### src/rtl/instruction_fetch_pkg.sv
// Shared definitions for the instruction fetch unit: the word type, the boot
// address and NOP encoding, the fault-cause codes and the fetch FSM states.
package instruction_fetch_pkg;

    typedef logic [31:0] word_t;

    localparam word_t BOOT_ADDRESS    = 32'h0000_0000;
    localparam word_t NOP_INSTRUCTION = 32'h0000_0013;  // addi x0, x0, 0

    typedef enum logic [1:0] {
        CAUSE_NONE       = 2'b00,
        CAUSE_MISALIGNED = 2'b01,
        CAUSE_BUS_ERROR  = 2'b10,
        CAUSE_TIMEOUT    = 2'b11
    } fault_cause_t;

    typedef enum logic [1:0] {
        ST_IDLE  = 2'd0,
        ST_WAIT  = 2'd1,
        ST_DONE  = 2'd2,
        ST_FAULT = 2'd3
    } fetch_state_t;

endpackage

### src/rtl/instruction_fetch_if.sv
// Instruction-memory read bus between the fetch unit and instruction memory.
//   mem_req   : read request, held while a fetch is outstanding
//   mem_addr  : read address, valid while mem_req=1
//   mem_ack   : response valid
//   mem_rdata : read data, meaningful only with mem_ack=1
//   mem_error : bus error, qualified by mem_ack
// master = fetch unit, slave = memory.
interface instruction_fetch_if;
    import instruction_fetch_pkg::*;

    logic  mem_req;
    word_t mem_addr;
    logic  mem_ack;
    word_t mem_rdata;
    logic  mem_error;

    modport master (
        output mem_req,
        output mem_addr,
        input  mem_ack,
        input  mem_rdata,
        input  mem_error
    );

    modport slave (
        input  mem_req,
        input  mem_addr,
        output mem_ack,
        output mem_rdata,
        output mem_error
    );

endinterface

### src/rtl/instruction_fetch.sv
// Instruction fetch unit: on a fetch_start pulse issues one read on the
// instruction-memory bus, waits (bounded by TIMEOUT_CYCLES) for the ack and
// reports either a fetched instruction or a fault with its cause.
//
// Ports:
//   clock, reset      : rising-edge clock, synchronous active-high reset
//   fetch_start       : one-cycle pulse, begin a fetch (honoured in IDLE only)
//   instruction_addr  : fetch address from the program counter
//   mem_bus           : instruction-memory read bus (master side)
//   instruction       : latched instruction word (NOP after a fault)
//   fetch_done        : one-cycle pulse, instruction valid
//   fetch_busy        : high whenever the FSM is not in IDLE
//   fetch_fault       : one-cycle pulse, fetch failed
//   fault_cause       : 00 none, 01 misaligned, 10 bus error, 11 timeout
//
// state    | meaning
// ---------+------------------------------------------------------------
// ST_IDLE  | waiting for fetch_start
// ST_WAIT  | mem_req held high, waiting for mem_ack or timeout
// ST_DONE  | fetch_done pulse, instruction valid
// ST_FAULT | fetch_fault pulse, instruction forced to NOP
module instruction_fetch
    import instruction_fetch_pkg::*;
#(
    parameter int TIMEOUT_CYCLES = 16
) (
    input  logic                 clock,
    input  logic                 reset,
    input  logic                 fetch_start,
    input  word_t                instruction_addr,
    instruction_fetch_if.master  mem_bus,
    output word_t                instruction,
    output logic                 fetch_done,
    output logic                 fetch_busy,
    output logic                 fetch_fault,
    output logic [1:0]           fault_cause
);

    localparam int CNT_W = $clog2(TIMEOUT_CYCLES) + 1;
    localparam logic [CNT_W-1:0] CNT_LAST = CNT_W'(TIMEOUT_CYCLES - 1);

    fetch_state_t      state, state_next;
    logic [CNT_W-1:0]  wait_cnt, wait_cnt_next;
    word_t             addr_q, addr_next;
    word_t             instr_q, instr_next;
    fault_cause_t      cause_q, cause_next;

    always_ff @(posedge clock) begin
        if (reset) begin
            state    <= ST_IDLE;
            wait_cnt <= '0;
            addr_q   <= BOOT_ADDRESS;
            instr_q  <= NOP_INSTRUCTION;
            cause_q  <= CAUSE_NONE;
        end else begin
            state    <= state_next;
            wait_cnt <= wait_cnt_next;
            addr_q   <= addr_next;
            instr_q  <= instr_next;
            cause_q  <= cause_next;
        end
    end

    always_comb begin
        state_next    = state;
        wait_cnt_next = wait_cnt;
        addr_next     = addr_q;
        instr_next    = instr_q;
        cause_next    = cause_q;

        case (state)
            ST_IDLE: begin
                if (fetch_start) begin
                    if (instruction_addr[1:0] == 2'b00) begin
                        addr_next     = instruction_addr;
                        wait_cnt_next = '0;
                        cause_next    = CAUSE_NONE;
                        state_next    = ST_WAIT;
                    end else begin
                        // Misaligned: fault straight away, the bus is never touched.
                        instr_next = NOP_INSTRUCTION;
                        cause_next = CAUSE_MISALIGNED;
                        state_next = ST_FAULT;
                    end
                end
            end
            ST_WAIT: begin
                // An ack in the final wait cycle still wins over the timeout.
                if (mem_bus.mem_ack) begin
                    if (mem_bus.mem_error) begin
                        instr_next = NOP_INSTRUCTION;
                        cause_next = CAUSE_BUS_ERROR;
                        state_next = ST_FAULT;
                    end else begin
                        instr_next = mem_bus.mem_rdata;
                        state_next = ST_DONE;
                    end
                end else if (wait_cnt == CNT_LAST) begin
                    instr_next = NOP_INSTRUCTION;
                    cause_next = CAUSE_TIMEOUT;
                    state_next = ST_FAULT;
                end else begin
                    wait_cnt_next = wait_cnt + 1'b1;
                end
            end
            ST_DONE:  state_next = ST_IDLE;
            ST_FAULT: state_next = ST_IDLE;
            default:  state_next = ST_IDLE;
        endcase
    end

    assign mem_bus.mem_req  = (state == ST_WAIT);
    assign mem_bus.mem_addr = addr_q;
    assign instruction      = instr_q;
    assign fault_cause      = cause_q;
    assign fetch_done       = (state == ST_DONE);
    assign fetch_fault      = (state == ST_FAULT);
    assign fetch_busy       = (state != ST_IDLE);

endmodule

### src/flat_wrapper.sv
// flat-port wrapper written by rule: the top's interface ports become plain ports
module instruction_fetch_flat import instruction_fetch_pkg::*;
#(
    parameter int TIMEOUT_CYCLES = 16
)
  (clock, reset, fetch_start, instruction_addr, instruction, fetch_done, fetch_busy, fetch_fault, fault_cause, mem_bus_mem_req, mem_bus_mem_addr, mem_bus_mem_ack, mem_bus_mem_rdata, mem_bus_mem_error);
  instruction_fetch_if mem_bus_i ();
  input  logic clock;
  input  logic reset;
  input  logic fetch_start;
  input  word_t instruction_addr;
  output word_t instruction;
  output logic fetch_done;
  output logic fetch_busy;
  output logic fetch_fault;
  output logic [1:0] fault_cause;
  output wire logic [$bits(mem_bus_i.mem_req)-1:0] mem_bus_mem_req;
  output wire logic [$bits(mem_bus_i.mem_addr)-1:0] mem_bus_mem_addr;
  input wire logic [$bits(mem_bus_i.mem_ack)-1:0] mem_bus_mem_ack;
  input wire logic [$bits(mem_bus_i.mem_rdata)-1:0] mem_bus_mem_rdata;
  input wire logic [$bits(mem_bus_i.mem_error)-1:0] mem_bus_mem_error;
  assign mem_bus_mem_req = mem_bus_i.mem_req;
  assign mem_bus_mem_addr = mem_bus_i.mem_addr;
  assign mem_bus_i.mem_ack = mem_bus_mem_ack;
  assign mem_bus_i.mem_rdata = mem_bus_mem_rdata;
  assign mem_bus_i.mem_error = mem_bus_mem_error;
  instruction_fetch #(.TIMEOUT_CYCLES(TIMEOUT_CYCLES)) u_core (.clock(clock), .reset(reset), .fetch_start(fetch_start), .instruction_addr(instruction_addr), .mem_bus(mem_bus_i), .instruction(instruction), .fetch_done(fetch_done), .fetch_busy(fetch_busy), .fetch_fault(fetch_fault), .fault_cause(fault_cause));
endmodule
### config.mk
export PLATFORM = sky130hd
export DESIGN_NAME = instruction_fetch_flat
export DESIGN_NICKNAME = d
export VERILOG_FILES = /design/src/rtl/instruction_fetch_pkg.sv /design/src/rtl/instruction_fetch_if.sv /design/src/rtl/instruction_fetch.sv /design/src/flat_wrapper.sv
export SDC_FILE = /design/constraint.sdc
export NUM_CORES = 1
export LEC_CHECK = 0
export ABC_AREA = 1
export BUFFER_PORTS_ARGS = -buffer_cell sky130_fd_sc_hd__buf_2
export CAP_MARGIN = 20
export CORE_MARGIN = 2
export CORE_UTILIZATION = 43
export CTS_CLUSTER_DIAMETER = 60
export CTS_CLUSTER_SIZE = 28
export DETAILED_ROUTE_END_ITERATION = 8
export PLACE_DENSITY = 0.75
export SKIP_CTS_REPAIR_TIMING = 1
export SLEW_MARGIN = 20
export SYNTH_ARGS = -nofsm -noshare
export SYNTH_HDL_FRONTEND = slang
export SYNTH_SLANG_ARGS = --single-unit
### constraint.sdc
create_clock -name clock -period 2.85 [get_ports clock]
set_clock_uncertainty 0.05 [all_clocks]
set_input_delay 0.285 -clock clock [delete_from_list [all_inputs] [get_ports clock]]
set_output_delay 0.285 -clock clock [all_outputs]
set_load 0.01 [all_outputs]
Word level (Yosys, flattened, before mapping)
Index checks and enable logic that the tools add are counted.
- register bits after elaboration: 73
- input port bits: 69
- logic and storage cells: 49
- $add $sub $neg: 1
- equality and inequality tests: 11
- muxes and demuxes: 22
- reduce and logical (&&, ||, !) cells: 10
- operator list (kind ; number):
    32-bit 2-to-1 mux ; 5
    32-bit case mux with 2 select lines ; 1
    5-bit 2-to-1 mux ; 4
    2-bit 2-to-1 mux ; 7
    5-bit case mux with 2 select lines ; 1
    2-bit inequality test (second input constant) ; 4
    4-bit AND reduction ; 2
    2-bit case mux with 3 select lines ; 1
    5-bit by 1-bit adder with 5-bit output (second input constant) ; 1
    5-bit by 4-bit == test with 1-bit output (second input constant) ; 1
    5-bit AND reduction ; 1
    2-bit == test (second input constant) ; 2
    2-bit zero test ; 2
    2-bit case mux with 2 select lines ; 1
    2-bit nonzero test ; 2
    3-bit by 1-bit inequality test with 1-bit output (second input constant) ; 1
    3-bit by 2-bit inequality test with 1-bit output (second input constant) ; 1
    3-bit AND reduction ; 1
    2-bit by 1-bit == test with 1-bit output (second input constant) ; 1
    1-bit 2-to-1 mux ; 2
    2-bit by 1-bit inequality test with 1-bit output (second input constant) ; 1
    2-bit AND reduction ; 1
    2-bit OR reduction ; 1

Logic depth before layout (Yosys ltp)
- depth in word-level cells: 4
- depth in mapped cells: 12
- gate-level depth less buffers: 12

Least setup slack after synthesis
Ideal clock, no wire load.
- path type: reg2reg
- start: reg u_core.wait_cnt[0]
- end: reg u_core.instr_q[0] (netlist: u_core.instruction[0])
- arrival time: 1365 ps
- path slack: 1302 ps
- cell stages (with the launch flop): 11
- path through: dfxtp_1 > ha_1 > nand2_1 > nor2_1 > ha_1 > nor2_1 > nand2_1 > nand3_2 > buf_4 > nand2_1 > nand3_1
- word-level cells in the longest chain between the ends: 3
- RTL lines (what ; RTL line ; RTL):
    start, declared ; instruction_fetch.sv:43 ; logic [CNT_W-1:0] wait_cnt, wait_cnt_next;
    start signal, assigned ; instruction_fetch.sv:57 ; wait_cnt <= wait_cnt_next;
    5-bit by 4-bit == test with 1-bit output ; instruction_fetch.sv:98 ; end else if (wait_cnt == CNT_LAST) begin
    3-bit by 1-bit inequality test with 1-bit output (no line) ; -- ;
    4-bit AND reduction (no line) ; -- ;
    end signal, assigned ; instruction_fetch.sv:59 ; instr_q <= instr_next;
    end, declared ; instruction_fetch.sv:45 ; word_t instr_q, instr_next;
No other way between the ends.
A chain may end at the register's enable or synchronous reset.

Worst setup path in the final report
Ends and elaborated chain as after synthesis.

==> reports/qor.yml <==
synthesis:
  synth_seq_cells: 73
  ys_types: 19
  ys.flop_type: "dfxtp_1"
  synth_area_mm2: 0.00279
  synthCells: 371
  synth_edf_count: 0
  synth_top_area_frac: 0.523
  synth-seq-area-share: 0.523
  yosys.area.top_type: "dfxtp_1"
  synth_area_leaders: "dfxtp_1 (52%), nand2_1 (12%), a21oi_1 (11%), inv_1 (6.4%), o21ai_0 (5.9%)"
  syn-num-nets: 442
  yosys.cell_count.top_type: "nand2_1"
  async_flop_share: 0
  synth_warnings: 0
  synth.avg_cell_area_um2: 7.53
  synth_top_cells_by_count: "nand2_1 (92), dfxtp_1 (73), a21oi_1 (63), inv_1 (48), o21ai_0 (33)"
outcome:
  status: "completed"
worst_setup_path:
  cp_top_family: "simple AND/OR/NAND/NOR gates"
  cp_slowest_cell: "nand3_2"
  crit_path_end_kind: "flop"
  critical_path.most_common_cell: "nand2_1"
  reg2reg_depth: 10
  worstSetupPathType: "reg -> reg"
  max_stage_delay_ns: 0.53
  critPathBufInv: 1
  cp.arrival_ns: 2.37
  start_kind: "flop"
  critical_path.max_fanout: 34
  critical_path_depth: 10
  cp.required_ns: 3.08
  crit_chain: "ha_1 -> nand2_1 -> nor2_1 -> ha_1 -> nor2_1 -> nand2_1 -> nand3_2 -> inv_1 -> nand2_1 -> nand3_1"
layout:
  area_growth_pct: 33.9
  layout-drive-gt1-share: 0.324
  num_antenna_cells: 0
  final_nets: 575
floorplan:
  die_width_um: 84.6
  die_h_um: 84.6
  start_util: 0.443
  die_area_mm2: 0.00716
  rows: 29
  io_pins: 139
  coreArea_mm2: 0.00631
timing:
  fin_setup_tns_ns: 0
  min_period_over_period: 0.752
  max_freq_ghz: 0.467
  worst_slew_pin_slew_ns: 0.670
  min_period_ns: 2.14
  hold_violations: 0
  slew_headroom: 0.552
  rsz0062_at_grt: "false"
  maxSlewViolCount: 0
  finalSetupViolations: 0
route:
  vias: 2745
  routedWlPerCell_um: 11.6
  drc_errors: 0
  wirelength_mm: 6.79
  via_per_inst: 4.68
  drtAntennaViolNets: 0
  drtIter0Drc: 101
  first_pass_iters: 4
global_routing:
  track_usage: 0.194
  grt_pass1_vias: 2603
  antenna_found_initial: 0
  grt_remaining_overflow: 0
  grt_pass1_wl_mm: 11.3
  grt_max_degree: 63
cts:
  cts-buffers-inserted: 9
  insertion_delay_ns: 0.33
  clk_pin_slew_worst_paths_ns: 0.07
  root_buffer: "clkbuf_8"
  clock-sinks: 73
  cts_max_level: 3
  cts.path.max_buffers: 2
  cts_tree: "built"
run:
  drv_cap: 0
power_and_ir_drop:
  power.density_mw_per_mm2: 603
  vdd_drop_max_v: 0.000347
  total_power_uw: 2260
  p_leak_uw: 0.00180
worst_hold_path:
  whs_path_depth: 3
  hp-class: "in -> reg"
place:
  port-buffer-count: 138
  gp_congestion: 0.798
  dp_hpwl_mm: 4.88
final cells by class:
type,instances,area [µm²]
well taps,77,96.3
flip-flops and latches,73,1460
clock buffers,9,124
fillers,628,2570
inverters,50,188
repair buffers,142,733
multi-input cells,228,1040
clock inverters,7,95.1
cells by family after synthesis:
family	count (synthesis)	share of synthesized area
fa+ha+maj	2	0.00896
flops	73	0.523
buf+inv	70	0.103
simple gates	128	0.188
compound gates	98	0.177
final timing paths:
| path | start | to | slack [ns] |
|---|---|---|---|
| max | u_core.wait_cnt[0] | u_core.instruction[0] | 0.71 |
| min | mem_bus_mem_rdata[5] | u_core.instruction[5] | 0.14 |
| max reg2reg | u_core.wait_cnt[0] | u_core.instruction[0] | 0.71 |
| min reg2reg | u_core.mem_bus.mem_addr[8] | u_core.mem_bus.mem_addr[8] | 0.39 |
power by group:
part	total, µW	switching [µW]	internal (µW)	leakage (µW)
clock	870	379	490	0.0000975
sequential	1100	29.8	1070	0.000593
combinational	289	174	115	0.00111
total	2260	582	1670	0.00180
worst reg2reg max path, cell delays in order (launching register included):
cell and delay (ns):
dfxtp_1 0.40, ha_1 0.20, nand2_1 0.07, nor2_1 0.10, ha_1 0.18, nor2_1 0.05
nand2_1 0.09, nand3_2 0.53, inv_1 0.28, nand2_1 0.08, nand3_1 0.06
cells in the final DEF (no fill, tap or decap), drive strengths merged:
cell      instances
nand3            10
bufinv            2
nand4             2
a21oi            63
clkbuf            9
nand2            92
inv              50
o21ai            33
clkinvlp          4
ha                2
nor3b             1
nor2             23
buf             142
o21a              1
clkinv            1
dfxtp            73
o21bai            1
flip-flops by register name, summed over array words and instances (netlist names):
| register | cells |
|---|---|
| u_core.state | 2 |
| u_core.mem_bus.mem_addr | 32 |
| u_core.fault_cause | 2 |
| u_core.wait_cnt | 5 |
| u_core.instruction | 32 |
layer usage:
metal  GRT usage  vias to the layer above  wire, µm
met5           0                        -         0
met4       0.101                        0       206
met3      0.0560                       21       434
met2       0.326                       99      3350
met1       0.224                     1192      2790
li1            -                     1433         -
per-stage QoR:
stage / instance area, µm² / hold WS, ns / std cells / setup WS (ns) / utilization
floorplan: 2790 / 0.382 / 371 / 1.30 / -
detailed placement: 3500 / 0.381 / 569 / 0.693 / 0.555
CTS: 3720 / 0.127 / 585 / 0.669 / 0.590
global placement: 3500 / 0.377 / 569 / 0.724 / 0.555
global route: 3740 / 0.139 / 586 / 0.442 / 0.593
finish: 3740 / 0.143 / 586 / 0.708 / 0.593
Note: power is estimated with default switching activity, not from simulation.
